$ cat src/rtl/bomba_pkg.sv
// Shared state encoding for the pool-pump relay path.
// The controller decodes estado_t for its SEG/LED display.
package bomba_pkg;

  typedef enum logic [1:0] {
    S_OFF    = 2'd0,
    S_PAINEL = 2'd1,
    S_REDE   = 2'd2,
    S_DEAD   = 2'd3
  } estado_t;

endpackage

$ cat src/rtl/contador_sat.sv
// Saturating up-counter with enable and async active-low clear.
// Holds at all-ones instead of wrapping.
module contador_sat #(
  parameter int W = 8
) (
  input  logic         clk_2,
  input  logic         reset,
  input  logic         en,
  output logic [W-1:0] cnt
);

  always_ff @(posedge clk_2 or negedge reset) begin
    if (!reset) begin
      cnt <= '0;
    end else if (en && (cnt != {W{1'b1}})) begin
      cnt <= cnt + W'(1);
    end
  end

endmodule

$ cat src/rtl/comutador_bomba.sv
// Relay driver: break-before-make source switch between panel and mains,
// with conflict flag and per-source run-time counters.
module comutador_bomba
  import bomba_pkg::*;
#(
  parameter int DEAD_TICKS = 2,
  parameter int CNT_W      = 8
) (
  input  logic             clk_2,
  input  logic             reset,
  input  logic             req_painel,
  input  logic             req_rede,
  output logic             rele_painel,
  output logic             rele_rede,
  output logic [1:0]       fonte,
  output logic             conflito,
  output logic [CNT_W-1:0] seg_painel,
  output logic [CNT_W-1:0] seg_rede
);

  localparam int DW = $clog2(DEAD_TICKS + 1);

  estado_t       state;
  estado_t       state_nx;
  logic [DW-1:0] dcnt;
  logic [DW-1:0] dcnt_nx;
  logic          eff_p;
  logic          eff_r;

  // Panel wins when both are requested.
  assign eff_p = req_painel;
  assign eff_r = req_rede & ~req_painel;

  always_ff @(posedge clk_2 or negedge reset) begin
    if (!reset) begin
      state    <= S_OFF;
      dcnt     <= '0;
      conflito <= 1'b0;
    end else begin
      state    <= state_nx;
      dcnt     <= dcnt_nx;
      conflito <= req_painel & req_rede;
    end
  end

  always_comb begin
    state_nx = state;
    dcnt_nx  = dcnt;
    unique case (state)
      S_OFF: begin
        if (eff_p) state_nx = S_PAINEL;
        else if (eff_r) state_nx = S_REDE;
      end
      S_PAINEL: begin
        if (eff_r) begin
          state_nx = S_DEAD;
          dcnt_nx  = DW'(DEAD_TICKS);
        end else if (!eff_p) begin
          state_nx = S_OFF;
        end
      end
      S_REDE: begin
        if (eff_p) begin
          state_nx = S_DEAD;
          dcnt_nx  = DW'(DEAD_TICKS);
        end else if (!eff_r) begin
          state_nx = S_OFF;
        end
      end
      S_DEAD: begin
        // Dead time runs to completion regardless of request changes.
        if (dcnt == DW'(1)) begin
          dcnt_nx = '0;
          if (eff_p) state_nx = S_PAINEL;
          else if (eff_r) state_nx = S_REDE;
          else state_nx = S_OFF;
        end else begin
          dcnt_nx = dcnt - DW'(1);
        end
      end
      default: state_nx = S_OFF;
    endcase
  end

  assign rele_painel = (state == S_PAINEL);
  assign rele_rede   = (state == S_REDE);
  assign fonte       = state;

  contador_sat #(.W(CNT_W)) u_cnt_painel (
    .clk_2 (clk_2),
    .reset (reset),
    .en    (state == S_PAINEL),
    .cnt   (seg_painel)
  );

  contador_sat #(.W(CNT_W)) u_cnt_rede (
    .clk_2 (clk_2),
    .reset (reset),
    .en    (state == S_REDE),
    .cnt   (seg_rede)
  );

endmodule

$ cat config.mk
export PLATFORM = sky130hd
export DESIGN_NAME = comutador_bomba
export DESIGN_NICKNAME = d
export VERILOG_FILES = /design/src/rtl/bomba_pkg.sv /design/src/rtl/contador_sat.sv /design/src/rtl/comutador_bomba.sv
export SDC_FILE = /design/constraint.sdc
export NUM_CORES = 1
export LEC_CHECK = 0
export CORE_MARGIN = 5
export CORE_UTILIZATION = 49
export DETAILED_ROUTE_END_ITERATION = 10
export GPL_TIMING_DRIVEN = 0
export PLACE_DENSITY = 0.78
export SLEW_MARGIN = 30
export SYNTH_ARGS = -nofsm -noshare
export SYNTH_HDL_FRONTEND = slang
export SYNTH_SLANG_ARGS = --single-unit
$ cat constraint.sdc
create_clock -name clk_2 -period 1.7 [get_ports clk_2]
set_input_delay 0.255 -clock clk_2 [delete_from_list [all_inputs] [get_ports clk_2]]
set_output_delay 0.255 -clock clk_2 [all_outputs]
set_load 0.05 [all_outputs]
-- Word level (Yosys, flattened, before mapping)
Index checks and enable logic that the tools add are counted.
- add/sub/neg operators: 3
- equal/unequal tests: 12
- multiplexer cells: 13
- bitwise operators: 3
- reduce and logical (&&, ||, !) cells: 6
- operators by type and width (cell ; number):
    $mux W2 ; 11
    $add A8 B1 Y8 const B ; 2
    $ne A8 B8 Y1 const B ; 2
    $ne A3 B3 Y1 const B ; 3
    $pmux W2 S4 ; 1
    $ne A2 B2 Y1 const B ; 3
    $pmux W2 S3 ; 1
    $eq A2 B1 Y1 const B ; 2
    $eq A2 B2 Y1 const B ; 2
    $reduce_and A4 Y1 ; 1
    $reduce_and A3 Y1 ; 1
    $reduce_bool A3 Y1 ; 1
    $and A1 B1 Y1 ; 2
    $logic_and A1 B1 Y1 ; 2
    $logic_not A2 Y1 ; 1
    $sub A2 B1 Y2 const B ; 1
    $not A1 Y1 ; 1
- register bits after elaboration: 21
- input port bits: 4
- output and inout port bits: 21

-- Depth between registers and ports, before layout
- word-level depth: 6
- depth in mapped cells: 5

-- Cells and area by module
Synthesis repeated with hierarchy kept, for this count alone.
- cell total of the unflattened synthesis: 91
- area total of the unflattened synthesis: 1062.3 um^2
- modules (own cells, without submodules) (module ; instances ; cells each ; area an instance (um^2)):
    contador_sat ; 2 ; 34 ; 407.9
    comutador_bomba ; 1 ; 23 ; 246.5

-- Worst setup path before layout
Ideal clock, no wire load.
- path type: reg2reg
- from: reg u_cnt_painel.cnt[0]
- to: reg u_cnt_painel.cnt[1]
- arrival: 1687 ps
- required time: 1572 ps
- setup slack: -115 ps
- stages on the path, launching flop included: 5
- buffers on the path: 0
- clock period less this slack: 1815 ps
- cell sequence: dfrtp_1 -> ha_1 -> nand4_2 -> o21ai_2 -> mux2_1
- word-level cells in the longest chain between the ends: 2
- RTL lines (what ; RTL line ; RTL):
    start: declaration ; contador_sat.sv:9 ; output logic [W-1:0] cnt
    start signal: assignment ; contador_sat.sv:16 ; cnt <= cnt + W'(1);
    branches (longest 2 deep; another with $add A8 B1 Y8) ; n/a ;
Parallel ways; which one is timed is not known.
A chain may end at the register's enable or synchronous reset.

-- Worst setup path in the final report
- from: reg state[1], in the netlist fonte[1]
- to: out rele_painel
- word-level cells in the longest chain between the ends: 1
- RTL lines (what ; RTL line ; RTL):
    start: declaration ; comutador_bomba.sv:23 ; estado_t state;
    start signal: assignment ; comutador_bomba.sv:40 ; state <= state_nx;
    $eq A2 B1 Y1 ; comutador_bomba.sv:85 ; assign rele_painel = (state == S_PAINEL);
    end: declaration ; comutador_bomba.sv:13 ; output logic rele_painel,
Every way passes these cells.

==> summary.md <==
| Metric | Value |
|---|---|
| Seq/Total Area, Yosys | `47.89%` |
| Crit path max fanout | `9` |
| Status | `finished clean` |
| Total power | `2.681 mW` |
| Crit path max-delay family | `buffers and inverters` |
| DR vias/cell | `5.506` |
| Starting Density | `between 50 and 60%` |
| Port Buffers | `24` |
| # diodes | `0` |
| MaxCap Viol Count | `0` |
| DP Wirelength | `1549 um` |
| Worst VDD drop | `~1.1 mV` |
| Antenna violations before repair | `0` |
| Cell row count | `17` |
| Max-slew violations | `0` |
| Layout cells sized above 1 | `17.46%` |
| Lkg Pwr | `0.6782 nW` |
| Unrepaired setup endpoints after global routing | `no` |
| Synth Register Bits | `21` |
| P&R area growth vs syn | `25.66%` |
| Post-Syn Instances | `97` |
| Commonest cells post-synth | `21 x dfrtp_1, 6 x a21oi_1, 6 x nand2_1, 6 x nor2_1, 5 x xnor2_1` |
| CTS sink cnt | `21` |
| CTS Buf Count | `3` |
| Relative slew slack | `65.90%` |
| Number of synthesized flops with an enable pin | `0` |
| Synthesized area per cell | `11.31 sq um` |
| Global-route usage over all layers | `13.26%` |
| Clock-pin transition on the worst setup and hold timing paths | `between 0.1 and 0.15 ns` |
| Iter 0 DRT Violations | `19` |
| Worst clock skew | `0.001444 ns` |
| Drt drc | `0` |
| First-pass GRT wire length | `3505 um` |
| Yosys top cell area share | `47.89%` |
| Pwr Density | `approximately 1900 nW/um^2` |
| Max incr delay on CP | `slightly below 0.4 ns` |
| R2r endpoint | `u_cnt_painel.cnt[1]$_DFFE_PN0P_` |
| Htree depth | `1` |
| Largest net degree at the start of global routing | `22` |
| Top post-synthesis cells by area | `dfrtp_1 48%, xnor2_1 4.0%, ha_1 3.4%` |
| Crit start category | `register` |
| Die extent in x | `~57 um` |
| Worst skew pair latency | `~0.29 ns` |
| R2r worst-path depth | `4` |
| CP endpoint kind | `primary output` |
| Layout fillers | `204` |
| Peak Freq | `between 600 and 700 MHz` |
| Fin util | `63.55%` |
| R2r setup slk | `0.16 ns` |
| Die ar. | `between 3000 and 4000 sq um` |
| WP buf/inv | `3` |
| Synth area leader | `dfrtp_1` |
| Crit path from | `fonte[1]$_DFFE_PN0P_` |
| Core area | `2170 sq um` |
| Kind of critical path | `reg2out` |
| Req. time, crit path | `approximately 1.4 ns` |
| Die Ht | `57.32 um` |
| Setup violators final | `0` |
| Slowest-stage cell, CP | `dfrtp_1` |
| Worst Tran Pin Value | `0.5135 ns` |
| Top_reg_cell synth | `dfrtp_1` |
| Syn nets | `~100` |
| Min Tclk post-route | `1.607 ns` |
| Number of global-route vias before repair | `813` |
| Final hold vios | `0` |
| WL/cell | `13.51 um` |
| Synth warn | `0` |
| Netlist cell types | `38` |
| Overflow after GRT | `0` |
| Setup bufs post-CTS | `0` |
| Clock Path Buffers | `2` |
| Boundary Pins | `25` |
| ANT nets after route | `0` |
| Tcrit/Tclk final | `94.55%` |
| FFs w/ async S/R, synth | `100.0%` |
| Worst path cell trace | `buf_4 -> nor2b_4 -> buf_6 -> buf_2` |
| Routability congestion estimate from global placement | `0.8165` |
| CTS tree | `done` |
| Via Count | `about 850` |
| Routed WL | `2081 um` |
| Syn Std Cell Area | `1097 sq um` |
| Hold crit path type | `in2async` |
| Worst r2r src | `u_cnt_painel.cnt[0]$_DFFE_PN0P_` |
| Final Net Count | `134` |
| Root buffer cell | `clkbuf_4` |
| Pre-antenna DRT Iters | `4` |
| Count leader, synth | `dfrtp_1` |
| Arrival time at the worst endpoint | `1.35 ns` |
==> power by group <==
group | switching, mW | internal [mW] | total [mW]
Sequential | 0.210 | 0.684 | 0.894
Combinational | 1.03 | 0.524 | 1.55
Clock | 0.144 | 0.0912 | 0.235
==> flip-flops by register name, indices dropped and copies added (netlist names) <==
signal,flops
dcnt,2
u_cnt_painel.cnt,8
u_cnt_rede.cnt,8
fonte,2
conflito,1
==> stage by stage <==
stage | hold slack [ns] | worst slack, ns | instance area [sq um] | instances | TNS [ns]
6_report | 0.4286 | 0.09263 | 1379 | 154 | 0
5_1_grt | 0.4901 | 0.007263 | 1379 | 154 | 0
4_1_cts | 0.4924 | 0.005804 | 1369 | 153 | 0
3_5_place_dp | 0.4895 | -0.1569 | 1375 | 149 | -0.2825
3_3_place_gp | 0.4818 | -0.1386 | 1375 | 149 | -0.2536
2_1_floorplan | -0.04059 | 0.01341 | 1100 | 97 | 0
==> layer usage <==
| layer | up-vias | track usage [%] | routed length (um) |
|---|---|---|---|
| met3 | 2 | 3.620 | 135 |
| met4 | 0 | 4.967 | 13 |
| met1 | 407 | 16.55 | 914 |
| li1 | 414 | - | - |
| met5 | - | 0 | 0 |
| met2 | 25 | 21.86 | 1018 |
==> how the worst max path moves through the flow <==
stage	to	cells after the start
after detailed placement	rele_rede	4
after CTS	conflito	1
after global placement	rele_rede	4
after floorplan	u_cnt_painel.cnt[4]$_DFFE_PN0P_	5
final	rele_painel	4
after global routing	rele_painel	4
==> cell families (layout without fill, tap and decap cells) <==
group | after synthesis | after routing | synth area share (%)
AOI/OAI and AO/OA | 20 | 20 | 13.00
and+or+nand+nor | 35 | 35 | 20.30
xor gates and xnor gates | 6 | 6 | 4.789
muxes | 6 | 6 | 6.841
DFF | 21 | 21 | 47.89
buffers and inverters | 6 | 35 | 3.763
adders and majority gates | 3 | 3 | 3.421
==> layout make-up <==
class                   instances  area, sq um  area share (%)
flip-flops and latches         21        528.0           38.29
repair buffers                 25        217.7           15.79
clock buffers                   4        26.28           1.906
multi-input cells              70        530.5           38.48
well taps                      28        35.03           2.541
plain buffers                   3        30.03           2.178
inverters                       3        11.26          0.8167
==> cell usage in the layout, fill, tap and decap left out, types with 2 or more instances in the layout <==
| cell type | instances |
|---|---|
| dlygate4sd2_1 | 18 |
| a31oi_1 | 2 |
| nand4_2 | 2 |
| a21o_1 | 3 |
| nor3_1 | 4 |
| nand2_1 | 6 |
| clkdlybuf4s50_1 | 2 |
| nor2_1 | 6 |
| dfrtp_2 | 2 |
| ha_1 | 3 |
| mux2_2 | 2 |
| xnor2_1 | 5 |
| mux2_1 | 2 |
| nand2b_1 | 2 |
| mux2_4 | 2 |
| clkbuf_4 | 3 |
| buf_2 | 2 |
| dfrtp_1 | 19 |
| buf_6 | 2 |
| inv_1 | 3 |
| buf_4 | 2 |
| and2_1 | 3 |
| nand3_1 | 3 |
| a21oi_1 | 6 |
==> what timing repair did <==
action,CTS,global route
endpoints found under the hold margin,0,21
resized for setup,28,3
setup endpoints to repair,20,2
hold buffers,0,1
Note: power is estimated with default switching activity, not from simulation.
==> RTL edit: new RTL, same settings <==
Register the inputs `req_painel` and `req_rede` before use, cleared by the reset. The logic sees them one clock later.
--- a/src/rtl/comutador_bomba.sv
+++ b/src/rtl/comutador_bomba.sv
@@ -22,2 +22,15 @@
 
+  logic req_painel_q;
+  logic req_rede_q;
+
+  always_ff @(posedge clk_2 or negedge reset) begin
+    if (!reset) begin
+      req_painel_q <= '0;
+      req_rede_q   <= '0;
+    end else begin
+      req_painel_q <= req_painel;
+      req_rede_q   <= req_rede;
+    end
+  end
+
   estado_t       state;
@@ -30,4 +43,4 @@
   // Panel wins when both are requested.
-  assign eff_p = req_painel;
-  assign eff_r = req_rede & ~req_painel;
+  assign eff_p = req_painel_q;
+  assign eff_r = req_rede_q & ~req_painel_q;
 
@@ -41,3 +54,3 @@
       dcnt     <= dcnt_nx;
-      conflito <= req_painel & req_rede;
+      conflito <= req_painel_q & req_rede_q;
     end
Behaviour: not the same (Yosys sat finds a counterexample within 4 cycles, from zero or initial values and one cycle with reset low).
==> RTL edit against the unedited design <==
Via count is 0.94% lower. Non-clock buffer count unchanged. Highest routed layer unchanged. Final area increased by 3.6%. Maximum frequency shrank 0.14%. Register-to-register slack about the same. Wire length rose by 3.8%. Worst setup slack worse by 2.3 ps. Power rose by 1.7%. Sequential cell count up 2. Critical path type unchanged. Synthesized area is 4.6% higher.
==> RTL edit: results (changes against the unedited design) <==
Post-DP Area = 1420 sq um (was 1380 sq um)
Flop pwr share = 0.345 (was 0.333)
vias in the first global route = 855 (was 813)
Post-Layout Cell Count = 156 (was 154)
Global Route Usage Sum = 0.147 (was 0.133)
largest net degree at the start of global routing = 24 (was 22)
Via density = 5.38 (was 5.51)
PnR worst setup slack = 90.3 ps (was 92.6 ps)
total wire length = 2.16 mm (was 2.08 mm)
layout cells sized above 1 = 0.180 (was 0.175)
Worst-Margin Slew = 506 ps (was 513 ps)
worst hold path type = input pin to flop (was input pin to async pin)
wl on met1 = 1.00 mm (was 914 um)
Clk network pwr share = 0.092 (was 0.088)
first-pass GRT wire length = 3.88 mm (was 3.51 mm)
status = finished, final reports clean (unchanged)
clock skew = 9.95 ps (was 1.44 ps)
met2 wire length = 1.05 mm (was 1.02 mm)
Final #Nets = 136 (was 134)
P_leak = 0.694 nW (was 0.678 nW)
GPL Wtd Cong = 0.733 (was 0.817)
syn_nets = 106 (was 104)
ranking of synthesized cells by area = dfrtp_1 (50%), xnor2_1 (3.8%), ha_1 (3.3%) (was dfrtp_1 (48%), xnor2_1 (4.0%), ha_1 (3.4%))
Synth Instances = 99 (was 97)
Sw Pwr = 1.38 mW (about the same)
worst skew pair latency = 320 ps (was 290 ps)
Detailed Place HPWL = 1.64 mm (was 1.55 mm)
hold_ws = 374 ps (was 429 ps)
RTL edit: layout make-up:
type                       instances  area, sq um
buffer                             3         30.0
clock inverter                     1         5.00
inverter                           3         11.3
tap                               28         35.0
clock buffer                       3         22.5
timing repair buffer              25          216
fill                             200          805
multi-input combinational         70          531
sequential                        23          578
RTL edit: cell families after synthesis:
kind of cell    count (synthesis)  synth area share
buf+inv                         6            0.0360
xor+xnor                        6            0.0458
mux                             6            0.0654
fa+ha+maj                       3            0.0327
simple gates                   35             0.194
compound gates                 20             0.124
flops                          23             0.502
RTL edit: routing by layer:
metal  GRT usage  vias up
met5           0        -
met4      0.0497        0
met3      0.0329        4
met2       0.244       14
met1       0.189      406
li1            -      416
RTL edit: repair_timing:
item / in CTS / in global routing
pin swaps: 0 / 0
endpoints found under the setup margin: 21 / 2
endpoints found under the hold margin: 23 / 0
hold buffers: 1 / 0
cloned: 0 / 0
gates resized for setup: 29 / 3
